$ cat src/rtl/mips_pkg.sv
// Shared definitions for the 5-stage MIPS core.
// Holds the default field widths, the ALU opcodes and the ID/EX control bundle.
package mips_pkg;

    localparam int XLEN_DEF   = 32;
    localparam int REG_AW_DEF = 5;
    localparam int ALUC_W_DEF = 4;

    // ALU control encoding used by the decoder (x000 add, x100 sub, ...).
    localparam logic [ALUC_W_DEF-1:0] ALUC_ADD = 4'b0000;
    localparam logic [ALUC_W_DEF-1:0] ALUC_SUB = 4'b0100;
    localparam logic [ALUC_W_DEF-1:0] ALUC_AND = 4'b0001;
    localparam logic [ALUC_W_DEF-1:0] ALUC_OR  = 4'b0101;
    localparam logic [ALUC_W_DEF-1:0] ALUC_XOR = 4'b0010;
    localparam logic [ALUC_W_DEF-1:0] ALUC_LUI = 4'b0110;
    localparam logic [ALUC_W_DEF-1:0] ALUC_SLL = 4'b0011;
    localparam logic [ALUC_W_DEF-1:0] ALUC_SRL = 4'b0111;
    localparam logic [ALUC_W_DEF-1:0] ALUC_SRA = 4'b1111;

    typedef struct packed {
        logic                  wreg;
        logic                  m2reg;
        logic                  wmem;
        logic [ALUC_W_DEF-1:0] aluc;
        logic                  aluimm;
        logic                  jal;
        logic                  shift;
    } idex_ctrl_t;

    localparam idex_ctrl_t BUBBLE = '0;

    // A load is the only producer whose result is not ready at the end of EXE.
    function automatic logic is_load(input idex_ctrl_t ctrl);
        return ctrl.m2reg & ctrl.wreg;
    endfunction

endpackage

$ cat src/rtl/sat_counter.sv
// Saturating up-counter: increments on inc and sticks at all-ones.
module sat_counter #(
    parameter int CNT_W = 16
) (
    input  logic             clk,
    input  logic             clrn,
    input  logic             inc,
    output logic [CNT_W-1:0] cnt
);

    always_ff @(posedge clk or negedge clrn) begin
        if (!clrn) begin
            cnt <= '0;
        end else if (inc && (cnt != {CNT_W{1'b1}})) begin
            cnt <= cnt + 1'b1;
        end
    end

endmodule

$ cat src/rtl/idexe_pipe_reg_hz.sv
// ID/EX pipeline register with valid bit, external hold, flush and
// load-use hazard detection that bubbles EXE and stalls IF/ID.
module idexe_pipe_reg_hz
    import mips_pkg::*;
#(
    parameter int XLEN       = XLEN_DEF,
    parameter int REG_AW     = REG_AW_DEF,
    parameter int ALUC_W     = ALUC_W_DEF,
    parameter int CNT_W      = 16,
    parameter bit CLEAR_DATA = 1'b1
) (
    input  logic              clk,
    input  logic              clrn,
    input  logic              d_valid,
    input  logic              stall_ext,
    input  logic              flush,
    input  logic              wreg,
    input  logic              m2reg,
    input  logic              wmem,
    input  logic              aluimm,
    input  logic              jal,
    input  logic              shift,
    input  logic [ALUC_W-1:0] aluc,
    input  logic [REG_AW-1:0] destReg,
    input  logic [REG_AW-1:0] rs,
    input  logic [REG_AW-1:0] rt,
    input  logic              use_rs,
    input  logic              use_rt,
    input  logic [XLEN-1:0]   qa,
    input  logic [XLEN-1:0]   qb,
    input  logic [XLEN-1:0]   imm32,
    input  logic [XLEN-1:0]   dpc4,
    output logic              ewreg,
    output logic              em2reg,
    output logic              ewmem,
    output logic              ealuimm,
    output logic              ejal,
    output logic              eshift,
    output logic [ALUC_W-1:0] ealuc,
    output logic [REG_AW-1:0] edestReg,
    output logic [XLEN-1:0]   eqa,
    output logic [XLEN-1:0]   eqb,
    output logic [XLEN-1:0]   eimm32,
    output logic [XLEN-1:0]   epc4,
    output logic              evalid,
    output logic              load_use_stall,
    output logic              stall_up,
    output logic [CNT_W-1:0]  lu_bubble_cnt,
    output logic [CNT_W-1:0]  flush_bubble_cnt
);

    idex_ctrl_t d_ctrl;
    idex_ctrl_t e_ctrl;

    logic rs_hit;
    logic rt_hit;
    logic hazard;
    logic capture;
    logic lu_inc;
    logic flush_inc;

    // The control bundle is sized by the package; ALUC_W is expected to match it.
    assign d_ctrl = '{
        wreg:   wreg,
        m2reg:  m2reg,
        wmem:   wmem,
        aluc:   ALUC_W_DEF'(aluc),
        aluimm: aluimm,
        jal:    jal,
        shift:  shift
    };

    assign ewreg   = e_ctrl.wreg;
    assign em2reg  = e_ctrl.m2reg;
    assign ewmem   = e_ctrl.wmem;
    assign ealuc   = ALUC_W'(e_ctrl.aluc);
    assign ealuimm = e_ctrl.aluimm;
    assign ejal    = e_ctrl.jal;
    assign eshift  = e_ctrl.shift;

    assign rs_hit = use_rs && (rs == edestReg);
    assign rt_hit = use_rt && (rt == edestReg);

    // $0 is never really written, so a load targeting it cannot create a hazard.
    assign hazard = evalid && is_load(e_ctrl) && (edestReg != '0)
                    && (rs_hit || rt_hit) && d_valid;

    assign load_use_stall = hazard && !flush;
    assign stall_up       = stall_ext || load_use_stall;

    assign capture   = !stall_ext && !flush && !load_use_stall && d_valid;
    assign flush_inc = !stall_ext && flush;
    assign lu_inc    = !stall_ext && load_use_stall;

    // NOTE: every pipeline register is assigned with <= so all E fields update
    // together from the values present before the edge.
    always_ff @(posedge clk or negedge clrn) begin
        if (!clrn) begin
            evalid   <= 1'b0;
            e_ctrl   <= BUBBLE;
            edestReg <= '0;
            eqa      <= '0;
            eqb      <= '0;
            eimm32   <= '0;
            epc4     <= '0;
        end else if (!stall_ext) begin
            if (capture) begin
                evalid   <= 1'b1;
                e_ctrl   <= d_ctrl;
                edestReg <= destReg;
                eqa      <= qa;
                eqb      <= qb;
                eimm32   <= imm32;
                epc4     <= dpc4;
            end else begin
                evalid   <= 1'b0;
                e_ctrl   <= BUBBLE;
                edestReg <= '0;
                if (CLEAR_DATA) begin
                    eqa    <= '0;
                    eqb    <= '0;
                    eimm32 <= '0;
                    epc4   <= '0;
                end
            end
        end
    end

    sat_counter #(.CNT_W(CNT_W)) u_lu_cnt (
        .clk  (clk),
        .clrn (clrn),
        .inc  (lu_inc),
        .cnt  (lu_bubble_cnt)
    );

    sat_counter #(.CNT_W(CNT_W)) u_flush_cnt (
        .clk  (clk),
        .clrn (clrn),
        .inc  (flush_inc),
        .cnt  (flush_bubble_cnt)
    );

endmodule

$ cat config.mk
export PLATFORM = sky130hd
export DESIGN_NAME = idexe_pipe_reg_hz
export DESIGN_NICKNAME = d
export VERILOG_FILES = /design/src/rtl/mips_pkg.sv /design/src/rtl/sat_counter.sv /design/src/rtl/idexe_pipe_reg_hz.sv
export SDC_FILE = /design/constraint.sdc
export NUM_CORES = 1
export LEC_CHECK = 0
export CORE_MARGIN = 2
export CORE_UTILIZATION = 23
export CTS_BUF_LIST = sky130_fd_sc_hd__clkbuf_8
export CTS_CLUSTER_SIZE = 25
export DETAILED_ROUTE_END_ITERATION = 8
export GPL_TIMING_DRIVEN = 0
export SLEW_MARGIN = 20
export SYNTH_ARGS = -nofsm -noshare
export SYNTH_HDL_FRONTEND = slang
export SYNTH_HIERARCHICAL = 1
export SYNTH_SLANG_ARGS = --single-unit
$ cat constraint.sdc
create_clock -name clk -period 5.2 [get_ports clk]
set_input_delay 1.04 -clock clk [delete_from_list [all_inputs] [get_ports clk]]
set_output_delay 1.04 -clock clk [all_outputs]
set_load 0.01 [all_outputs]
After elaboration in Yosys (flattened, before gate mapping)

Index checks and enable logic that the tools add are counted.

Word-level logic and storage cells: 49
Input bits: 160
Output and inout bits: 178
Flip-flop bits (word level): 176

$add $sub $neg: 2
Multiplexer cells: 7
Reduce and logical (&&, ||, !) cells: 20
Equal/unequal tests: 4
Bitwise logic cells: 1

Operators by type and width:

| cell                                           | count |
|---|---|
| 2-to-1 mux 32 bit                              | 4 |
| adder 16 x 1 -> 16 bit (second input constant) | 2 |
| inequality test 16 bit (second input constant) | 2 |
| logical AND 1 bit                              | 14 |
| == test 5 bit                                  | 2 |
| 2-to-1 mux 10 bit                              | 1 |
| 2-to-1 mux 5 bit                               | 1 |
| nonzero test 5 bit                             | 1 |
| logical NOT 1 bit                              | 3 |
| logical OR 1 bit                               | 2 |
| bitwise AND 1 bit                              | 1 |
| 2-to-1 mux 1 bit                               | 1 |

Logic depth before layout (Yosys ltp)

Depth after elaboration: 10
Gate-level depth with buffers: 10
Gate-level depth less buffers: 8

By module

Netlist, hierarchy kept.

By module, submodules not included:

| module                     | times used | area each (um^2) | cells an instance |
|---|---|---|---|
| idexe_pipe_reg_hz          | 1          | 6785.3           | 682 |
| sat_counter at u_lu_cnt    | 1          | 884.6            | 77 |
| sat_counter at u_flush_cnt | 1          | 859.6            | 72 |

Least setup slack after synthesis

Ideal clock, no wire load.

Kind: input to register
Start point: input port flush
End point: register u_lu_cnt.cnt[15]
Stages on the path: 9
Required time: 5.075 ns
Path buffers: 2
Path slack: 1.977 ns
Data arrival time: 3.098 ns
Cell sequence: nand2b_1 > a211o_1 > buf_4 > buf_6 > nor3_1 > nand4_1 > nor4_4 > nand3_2 > mux2_4

Longest elaborated chain between the ends: 4

RTL lines:

| element                | line                    | source |
|---|---|---|
| start: declaration     | idexe_pipe_reg_hz.sv:16 | `input logic flush,` |
| logical NOT 1 bit      | idexe_pipe_reg_hz.sv:88 | `assign load_use_stall = hazard && !flush;` |
| logical AND 1 bit      | idexe_pipe_reg_hz.sv:88 |  |
| logical AND 1 bit      | idexe_pipe_reg_hz.sv:93 | `assign lu_inc = !stall_ext && load_use_stall;` |
| named net lu_inc       | idexe_pipe_reg_hz.sv:59 | `logic lu_inc;` |
| logical AND 1 bit      | sat_counter.sv:14       | `end else if (inc && (cnt != {CNT_W{1'b1}})) begin` |
| end signal: assignment | sat_counter.sv:15       | `cnt <= cnt + 1'b1;` |
| end: declaration       | sat_counter.sv:8        | `output logic [CNT_W-1:0] cnt` |

The timed path passes the listed nets, and every way through them passes these cells.
A chain may end at the register's enable or synchronous reset.

Final worst setup path

Start point: input port flush
End point: output port stall_up

Longest elaborated chain between the ends: 3

RTL lines:

| element           | line                    | source |
|---|---|---|
| logical NOT 1 bit | idexe_pipe_reg_hz.sv:88 |  |
| logical AND 1 bit | idexe_pipe_reg_hz.sv:88 |  |
| logical OR 1 bit  | idexe_pipe_reg_hz.sv:89 | `assign stall_up = stall_ext \|\| load_use_stall;` |
| end: declaration  | idexe_pipe_reg_hz.sv:47 | `output logic stall_up,` |

Every way passes these cells.

==> reports/results.tsv <==
metric	value	unit
starting utilization of the core area	23.4	%
total clock buffers created by CTS	17	
detail-routed net length per standard cell	19.8	um
gpl congestion	0.798	
standard-cell rows	70	
Std-Cell Core Area	36500	um^2
buffer cell driving the clock tree root	sky130_fd_sc_hd__clkbuf_8	
number of top-level pins	338	
die span in y	197	um
post-synth net total	993	
combinational share of power	24.3	%
Buffers on Ports	337	
clock net sink count	176	
Final ANT Viol Nets	0	
layout overhead on the synthesized area	51.0	%
Int Power	2.28	mW
Starting DRT DRC Count	453	
maximum number of pins on one net before global-route repair	77	
global-route wire length before repair	50.3	mm
yosys warns	6	
Post-DP HPWL	24.1	mm
leakage power	4.96	nW
sequential fraction of the synthesis area	51.6	%
count of hold buffers inserted by post-cts repair	0	
setup clock skew after layout	0.0199	ns
type of the tightest min-delay check	input port to asynchronous set/reset pin	
final-layout setup total negative slack	0	ns
number of global-route vias before repair	8442	
status	finished, final reports clean	
Post-Route WL	33.0	mm
Min Clock Period, post-route	4.16	ns
Critical Path Sink Type	output port	
leftover overflow at the end of global routing	0	
clock tree from TritonCTS	yes	
worst rel slew slack	40.7	%
most area-consuming cells after synthesis	sky130_fd_sc_hd__dfrtp_1 (52%), sky130_fd_sc_hd__a32oi_1 (15%), sky130_fd_sc_hd__o21ai_1 (7.4%)	
area share of the leading cell type in the synthesized netlist	51.6	%
count of flip-flops with a built-in enable after synthesis	0	
Tightest Pin Transition	0.890	ns
PostCTS Resize Cnt	0	
cell types with the highest counts after synthesis	sky130_fd_sc_hd__dfrtp_1 (176), sky130_fd_sc_hd__nand2_1 (153), sky130_fd_sc_hd__a32oi_1 (145), sky130_fd_sc_hd__o21ai_1 (126), sky130_fd_sc_hd__clkbuf_1 (26)	
clock transition at the register clock pins on the worst setup and hold paths after CTS	0.11	ns
Final Hold Viols	0	
share of layout cells above drive strength 1	8.41	%
H-tree Lvls	4	
number of antenna diodes	0	
clock latency on the worst-skew pair	0.49	ns
number of antenna violations at the first check in global routing	1	
cell area after synthesis	8530	um^2
non-filler cells, final	1669	
post-synthesis async set-or-reset flop share	100	%
FF+latch count, synth	176	
VDD IR-drop max	217	uV
predominant post-synthesis flop cell	sky130_fd_sc_hd__dfrtp_1	
number of max-slew violations in the final report	0	
CP required	4.16	ns
average vias per placed instance	5.02	
number of filler instances in the final layout	3702	
overall global routing resource usage	16.9	%
final setup violation count	0	
number of placed instances with taps included	1638	
die boundary width	197	um
Nets	1351	
critical path start-end classification	input port to output port	
average size of a mapped cell	10.3	um^2
post-synth cell types	47	
highest clock rate	0.240	GHz
Cells after Synth	831	
most used standard cell by instance count after synthesis	sky130_fd_sc_hd__dfrtp_1	
setup repair after global routing missed its margin	no	
Total Die Area	38600	um^2
startpoint class of the critical path	input port	
number of maximum-capacitance violations	0	
Post-CTS Setup Bufs	0	
switching power	1.00	mW
worst-path fanout max	10	
vias after detailed routing	8380	
flop2flop setup slack	2.01	ns
# DRC	0	
drt pass-1 iters	4	
fraction of power spent switching nets	30.5	%
P per Cell Area	254	nW/um^2
sequential share of power	48.9	%
cell type contributing the most total cell area after synthesis	sky130_fd_sc_hd__dfrtp_1	
maximum count of clock buffers along a single path	2	
worst endpoint data arrival time	3.12	ns
final worst path period share	80.0	%
Clk network pwr share	26.8	%
layout by cell type, fill, tap and decap left out, types with 5 or more instances in the layout:
| cell type | Yosys | final |
|---|---|---|
| sky130_fd_sc_hd__buf_6 | 15 | 15 |
| sky130_fd_sc_hd__clkbuf_1 | 26 | 26 |
| sky130_fd_sc_hd__clkbuf_2 | 8 | 8 |
| sky130_fd_sc_hd__buf_1 | 5 | 5 |
| sky130_fd_sc_hd__a21oi_1 | 7 | 7 |
| sky130_fd_sc_hd__buf_4 | 6 | 6 |
| sky130_fd_sc_hd__dfrtp_1 | 176 | 176 |
| sky130_fd_sc_hd__o21a_1 | 8 | 8 |
| sky130_fd_sc_hd__nor2_1 | 11 | 11 |
| sky130_fd_sc_hd__nand3_1 | 11 | 11 |
| sky130_fd_sc_hd__buf_2 | 18 | 18 |
| sky130_fd_sc_hd__o21ai_0 | 21 | 21 |
| sky130_fd_sc_hd__clkbuf_8 | 0 | 19 |
| sky130_fd_sc_hd__nand2_1 | 153 | 153 |
| sky130_fd_sc_hd__a31oi_1 | 5 | 5 |
| sky130_fd_sc_hd__inv_1 | 1 | 5 |
| sky130_fd_sc_hd__nand4_1 | 19 | 19 |
| sky130_fd_sc_hd__clkdlybuf4s50_1 | 0 | 336 |
| sky130_fd_sc_hd__a32oi_1 | 145 | 145 |
| sky130_fd_sc_hd__xnor2_1 | 20 | 20 |
| sky130_fd_sc_hd__o21ai_1 | 126 | 126 |
layout make-up:
cell class / count / area, um^2 / share of cell area (%)
Clock inverter: 12 / 73.8 / 0.573
Timing Repair Buffer: 339 / 3430 / 26.6
Buffer: 79 / 468 / 3.63
Multi-Input combinational cell: 575 / 3650 / 28.4
Clock buffer: 19 / 262 / 2.03
Sequential cell: 176 / 4400 / 34.2
Inverter: 1 / 3.75 / 0.0291
Tap cell: 468 / 586 / 4.55
per-stage QoR:
| stage | utilization (%) | hold slack (ns) | total power [mW] | cell area [um^2] | setup slack, ns |
|---|---|---|---|---|---|
| 2_1_floorplan | - | 0.524 | 1.89 | 8530 | 1.98 |
| 3_3_place_gp | 34.2 | 0.470 | 2.42 | 12500 | -5.05 |
| 3_5_place_dp | 34.4 | 0.482 | 2.43 | 12500 | 1.03 |
| 4_1_cts | 35.3 | 0.344 | 3.34 | 12900 | 1.03 |
| 5_1_grt | 35.3 | 0.359 | 3.45 | 12900 | 0.931 |
| 6_report | 35.3 | 0.393 | 3.28 | 12900 | 1.04 |
path summary, 6_finish.rpt:
kind | cells after the start | start | to
min in group clk | 2 | ewmem$_DFFE_PN0N_ | ewmem$_DFFE_PN0N_
worst min-delay path | 1 | clrn | epc4[5]$_DFFE_PN0N_
worst min register to register | 2 | ewmem$_DFFE_PN0N_ | ewmem$_DFFE_PN0N_
worst max-delay path | 7 | flush | stall_up
max in group asynchronous | 3 | clrn | ewreg$_DFFE_PN0N_
worst max register to register | 9 | edestReg[0]$_DFFE_PN0N_ | u_lu_cnt/cnt[10]$_DFFE_PN0P_
power groups by stage:
| stage | logic, mW | registers, mW | clock network, mW |
|---|---|---|---|
| after floorplan | 0.215 | 1.67 | 0 |
| after global placement | 0.788 | 1.63 | 0 |
| after detailed placement | 0.804 | 1.63 | 0 |
| after CTS | 0.808 | 1.61 | 0.928 |
| after global routing | 0.856 | 1.62 | 0.969 |
| final | 0.796 | 1.60 | 0.880 |
cells by family (layout without fill, tap and decap cells):
kind of cell             Yosys count  after routing  synth area share [%]
XOR/XNOR                          24             24                  2.46
flip-flops                       176            176                  51.6
AO/OA/AOI/OAI                    320            320                  26.2
multiplexers                       3              3                 0.484
adder cells (fa/ha/maj)            2              2                 0.293
buffers and inverters             80            450                  5.53
AND/OR/NAND/NOR                  226            226                  13.4
worst max-delay path: stages:
cell	delay, ns
sky130_fd_sc_hd__clkdlybuf4s50_1	0.40
sky130_fd_sc_hd__nand2b_1	0.20
sky130_fd_sc_hd__a211o_1	0.33
sky130_fd_sc_hd__buf_4	0.20
sky130_fd_sc_hd__buf_6	0.15
sky130_fd_sc_hd__o21ai_0	0.19
sky130_fd_sc_hd__clkdlybuf4s50_1	0.61
routing by layer:
metal / GRT usage, % / routed length (um)
met2: 27.6 / 16200
met1: 21.6 / 14100
met5: 0 / 13
met3: 4.52 / 1940
met4: 5.57 / 799
state kept, by name, summed over array words and instances (netlist names), 4 cells and up:
name,flops
ealuc,4
edestReg,5
eimm32,32
epc4,32
eqa,32
eqb,32
u_flush_cnt/cnt,16
u_lu_cnt/cnt,16
Power figures use the tool's default switching activity.
